<file path="src/rtl/rep_pol_pkg.sv">
// Shared definitions for the usage-counter replacement policy updater.
// Holds the line count, way index type and the updater FSM state encoding.
package rep_pol_pkg;

    localparam int NUM_LINES = 4;
    localparam int ACC_CNT_W = 16;

    typedef logic [1:0] way_t;

    typedef enum logic [1:0] {
        IDLE   = 2'd0,
        UPDATE = 2'd1,
        AGE    = 2'd2
    } state_t;

endpackage

</file>
<file path="src/rtl/rep_pol_sat_inc.sv">
// Saturating incrementer: adds one unless already at all-ones.
// sat_o flags that the result sits at the maximum representable value.
module rep_pol_sat_inc #(
    parameter int W = 32
) (
    input  logic [W-1:0] val_i,
    output logic [W-1:0] val_o,
    output logic         sat_o
);

    localparam logic [W-1:0] MAX_VAL = '1;

    assign val_o = (val_i == MAX_VAL) ? MAX_VAL : val_i + W'(1);
    assign sat_o = (val_o == MAX_VAL);

endmodule

</file>
<file path="src/rtl/rep_pol_upd.sv">
// Per-line usage counter updater feeding a least-used replacement decision.
// Each accepted access bumps or restarts one counter; periodic or saturation-driven aging halves all four.
module rep_pol_upd
    import rep_pol_pkg::*;
#(
    parameter int COUNT_W    = 32,
    parameter int AGE_PERIOD = 1024
) (
    input  logic               clk,
    input  logic               rst,
    input  logic               acc_valid,
    output logic               acc_ready,
    input  logic [1:0]         acc_way,
    input  logic               acc_fill,
    output logic [COUNT_W-1:0] line_0,
    output logic [COUNT_W-1:0] line_1,
    output logic [COUNT_W-1:0] line_2,
    output logic [COUNT_W-1:0] line_3,
    output logic               upd_done,
    output logic               busy
);

    // One extra bit so AGE_PERIOD = 2^16 is still reachable by the 16-bit counter.
    localparam logic [ACC_CNT_W:0] PERIOD = (ACC_CNT_W + 1)'(AGE_PERIOD);

    state_t                              state_q, state_d;
    way_t                                way_q, way_d;
    logic                                fill_q, fill_d;
    logic [NUM_LINES-1:0][COUNT_W-1:0]   line_q, line_d;
    logic [ACC_CNT_W-1:0]                acc_cnt_q, acc_cnt_d;
    logic [1:0]                          age_idx_q, age_idx_d;
    logic                                upd_done_q, upd_done_d;

    logic [COUNT_W-1:0]                  inc_val;
    logic                                inc_sat;
    logic [ACC_CNT_W:0]                  cnt_next;

    rep_pol_sat_inc #(
        .W (COUNT_W)
    ) u_sat_inc (
        .val_i (line_q[way_q]),
        .val_o (inc_val),
        .sat_o (inc_sat)
    );

    assign cnt_next = {1'b0, acc_cnt_q} + (ACC_CNT_W + 1)'(1);

    always_comb begin
        state_d    = state_q;
        way_d      = way_q;
        fill_d     = fill_q;
        line_d     = line_q;
        acc_cnt_d  = acc_cnt_q;
        age_idx_d  = age_idx_q;
        upd_done_d = 1'b0;

        case (state_q)
            IDLE: begin
                if (acc_valid) begin
                    way_d   = acc_way;
                    fill_d  = acc_fill;
                    state_d = UPDATE;
                end
            end

            UPDATE: begin
                line_d[way_q] = fill_q ? COUNT_W'(1) : inc_val;
                upd_done_d    = 1'b1;
                // A fill restarts the line at 1, so only a saturating hit may force aging.
                if ((cnt_next == PERIOD) || (!fill_q && inc_sat)) begin
                    state_d   = AGE;
                    acc_cnt_d = '0;
                    age_idx_d = 2'd0;
                end else begin
                    state_d   = IDLE;
                    acc_cnt_d = cnt_next[ACC_CNT_W-1:0];
                end
            end

            AGE: begin
                line_d[age_idx_q] = line_q[age_idx_q] >> 1;
                age_idx_d         = age_idx_q + 2'd1;
                if (age_idx_q == 2'd3) begin
                    state_d = IDLE;
                end
            end

            default: begin
                state_d = IDLE;
            end
        endcase
    end

    always_ff @(posedge clk or posedge rst) begin
        if (rst) begin
            state_q    <= IDLE;
            way_q      <= '0;
            fill_q     <= 1'b0;
            line_q     <= '0;
            acc_cnt_q  <= '0;
            age_idx_q  <= 2'd0;
            upd_done_q <= 1'b0;
        end else begin
            state_q    <= state_d;
            way_q      <= way_d;
            fill_q     <= fill_d;
            line_q     <= line_d;
            acc_cnt_q  <= acc_cnt_d;
            age_idx_q  <= age_idx_d;
            upd_done_q <= upd_done_d;
        end
    end

    // Ready is masked by reset so nothing is offered while the block is held.
    assign acc_ready = (state_q == IDLE) && !rst;
    assign busy      = (state_q != IDLE);
    assign upd_done  = upd_done_q;

    assign line_0 = line_q[0];
    assign line_1 = line_q[1];
    assign line_2 = line_q[2];
    assign line_3 = line_q[3];

endmodule
</file>
<file path="config.mk">
export PLATFORM = sky130hd
export DESIGN_NAME = rep_pol_upd
export DESIGN_NICKNAME = d
export VERILOG_FILES = /design/src/rtl/rep_pol_pkg.sv /design/src/rtl/rep_pol_sat_inc.sv /design/src/rtl/rep_pol_upd.sv
export SDC_FILE = /design/constraint.sdc
export NUM_CORES = 1
export LEC_CHECK = 0
export ABC_AREA = 0
export ABC_CLOCK_PERIOD_IN_PS = 7850
export CORE_MARGIN = 5
export CORE_UTILIZATION = 54
export CTS_BUF_LIST = sky130_fd_sc_hd__clkbuf_8
export DETAILED_ROUTE_END_ITERATION = 8
export GPL_TIMING_DRIVEN = 0
export PLACE_DENSITY = 0.9
export SLEW_MARGIN = 20
export SYNTH_ARGS = -nofsm -noshare
export SYNTH_HDL_FRONTEND = slang
export SYNTH_SLANG_ARGS = --single-unit
</file>
<file path="constraint.sdc">
create_clock -name clk -period 7.85 [get_ports clk]
set_input_delay 1.9625 -clock clk [delete_from_list [all_inputs] [get_ports clk]]
set_output_delay 1.9625 -clock clk [all_outputs]
set_load 0.01 [all_outputs]
</file>
==> flow_summary.ini <==
[power_and_ir_drop]
switching_share_pct = 46.2
p_leak_nw = 4.77
clkPwrFrac_pct = 21.9
peakVddDrop_mv = 0.217
power_frac_seq_pct = 34.7
power.density_mw_per_mm2 = 217
comb_power_share_pct = 43.4
p_sw_mw = 1.22
p_int_mw = 1.42

[floorplan]
die_h_um = 147
coreArea_mm2 = 0.0186
rows = 50
ioPinCount = 137
initial_core_util_pct = 54.4
die_x_um = 147
die-area_mm2 = 0.0216

[routing]
drt_iter0_markers = 1826
wl_um = 40000
first_pass_iters = 6
antenna_left = 0
dr_total_vias = 10500
wl_per_cell_um = 28.8
avgViaCountPerCell = 7.53
drc = 0

[critical_path]
path_class = in -> out
r2r_cells = 13
crit_fanout = 2
worstPathRequired_ps = 5890
cp-end-kind = output pin
critPathArrivalTime_ps = 3170
start_kind = input port

[placement]
gp_congestion = 1.05
portBuffers = 136
post_dp_cell_area_mm2 = 0.0118
dpl.hpwl_um = 28200

[yosys]
synth.ff_latch_count = 152
async_reset_ff_share_pct = 100
ys.flop_type = dfrtp_1
synth_cell_types = 79
synth_sequential_area_ratio_pct = 37.6
syn_area_mm2 = 0.0101
yosysTopAreaCell = dfrtp_1
synth_top_area_share_pct = 37.6
ys_top_cells_by_count = dfrtp_1 (152), a22o_1 (141), o21ai_0 (111), nand2_1 (107), clkbuf_1 (58)
synth_edf_count = 0
synth_nets = 999
post-synth-top-count-cell = dfrtp_1
syn_area_per_cell_um2 = 10.3
synthTopCellsByArea = dfrtp_1 (38%), mux4_2 (12%), a22o_1 (12%)
yosys_warnings = 0
synthCells = 984

[clocking]
cts_root_buf = clkbuf_8
cts_setup_buffers = 0
cts.sink_count = 152
postCtsHoldBufs = 0
cts_resized = 0
cts_buffer_depth = 2
clk-insertion-delay-late_ps = 470
path_clk_slew_ps = 80
cts_buffers = 17
cts_tree = done
htreeDepth = 4

[grt]
grt.total_usage_pct = 36.2
grt_use_met1_pct = 47.4
gr-total-overflow = 0
grt_most_used_layer = met2
gr-usage-met2_pct = 53.7
grt_pass1_vias = 10100
grtUsageMet3_pct = 10.8
grt_max_degree = 81
antenna_found_initial = 0
grt_pass1_wl_um = 59900

[final_layout]
fin_nets = 1156
area_growth_pct = 20.4
post-route-util_pct = 65.5
antenna_cells = 0
stdcell_area_mm2 = 0.0122
drive_gt1_share_pct = 11.9

[timing]
slew_headroom_pct = 17.5
rsz0062_at_grt = no
maxSlewViolCount = 0
setup_viol = 0
min_period_over_period_pct = 65.4
hold_viol_final = 0
max_freq_mhz = 195
fin_skew_ps = 14.8
min_period_ps = 5130
tightest_slew_ps = 1240

[outcome]
status = finished clean

[hold_path]
holdPathStages = 1
hp-class = reg -> reg

[run]
maxCapViolations = 0
sequential cells by signal, summed over array words and instances, names as in the netlist:
register   cells
upd_done       1
line_0        32
acc_cnt_q     16
line_2        32
fill_q         1
line_3        32
way_q          2
age_idx_q      2
line_1        32
state_q        2
cells in the final DEF (no fill, tap or decap), types with 6 or more instances in the layout:
cell / count
dfrtp_1: 152
a22o_1: 141
clkdlybuf4s50_1: 136
o21ai_0: 111
nand2_1: 107
clkbuf_1: 58
mux4_2: 56
nor2_1: 26
a22oi_1: 26
nor3_1: 23
a21oi_1: 23
nand3_1: 21
clkbuf_8: 21
inv_1: 20
and3_1: 16
and2_1: 15
nand4_1: 14
xor2_1: 12
ha_1: 9
buf_2: 8
or4_1: 8
nor4_1: 8
mux4_1: 7
and4_1: 7
o2bb2ai_1: 6
through the flow:
stage | TNS (ps) | setup slack (ps) | hold WS, ps | total power, mW | cells
floorplan | 0 | 1790 | 487 | 1.56 | 984
global placement | -19090 | -139 | 517 | 1.98 | 1354
detailed placement | 0 | 2730 | 525 | 2.02 | 1356
CTS | 0 | 2720 | 537 | 2.57 | 1388
global route | 0 | 2640 | 545 | 2.71 | 1388
finish | 0 | 2720 | 541 | 2.64 | 1388
routing by layer:
metal	wire [um]	up-vias
li1	-	4186
met4	2570	0
met1	14200	5015
met2	17600	1033
met5	0	-
met3	5650	222
cell families after synthesis:
| kind of cell | share of synthesized area, % |
|---|---|
| multiplexers | 14.8 |
| adder cells (fa/ha/maj) | 1.11 |
| XOR/XNOR | 1.47 |
| AO/OA/AOI/OAI | 25.2 |
| buffers and inverters | 4.51 |
| AND/OR/NAND/NOR | 15.3 |
| flip-flops | 37.6 |
power groups by stage:
stage | logic (mW) | clock network [mW] | registers, mW
detailed placement | 1.09 | 0 | 0.928
global placement | 1.06 | 0 | 0.923
finish | 1.15 | 0.578 | 0.917
floorplan | 0.646 | 0 | 0.919
global route | 1.18 | 0.606 | 0.925
CTS | 1.09 | 0.569 | 0.912
cell type report:
type                            count  area (um^2)
Sequential cell                   152         3800
Fill cell                        1477         6410
Inverter                           20         82.6
Clock buffer                       21          289
Multi-Input combinational cell    732         5850
Tap cell                          234          293
Buffer                             80          383
Clock inverter                     11         71.3
Timing Repair Buffer              138         1400
critical path, stage by stage:
cell             delay [ps]
clkdlybuf4s50_1         520
nor2_1                  140
clkdlybuf4s50_1         550
final timing paths:
check,from,end,slack (ps)
max in group asynchronous,rst,line_3[1],5070
min,line_0[0],line_0[0],540
max,rst,acc_ready,2720
min in group asynchronous,rst,acc_cnt_q[0],1990
min reg2reg,line_0[0],line_0[0],540
max reg2reg,way_q[1],age_idx_q[0],3140
No activity file was read; power rests on OpenSTA's default activity.
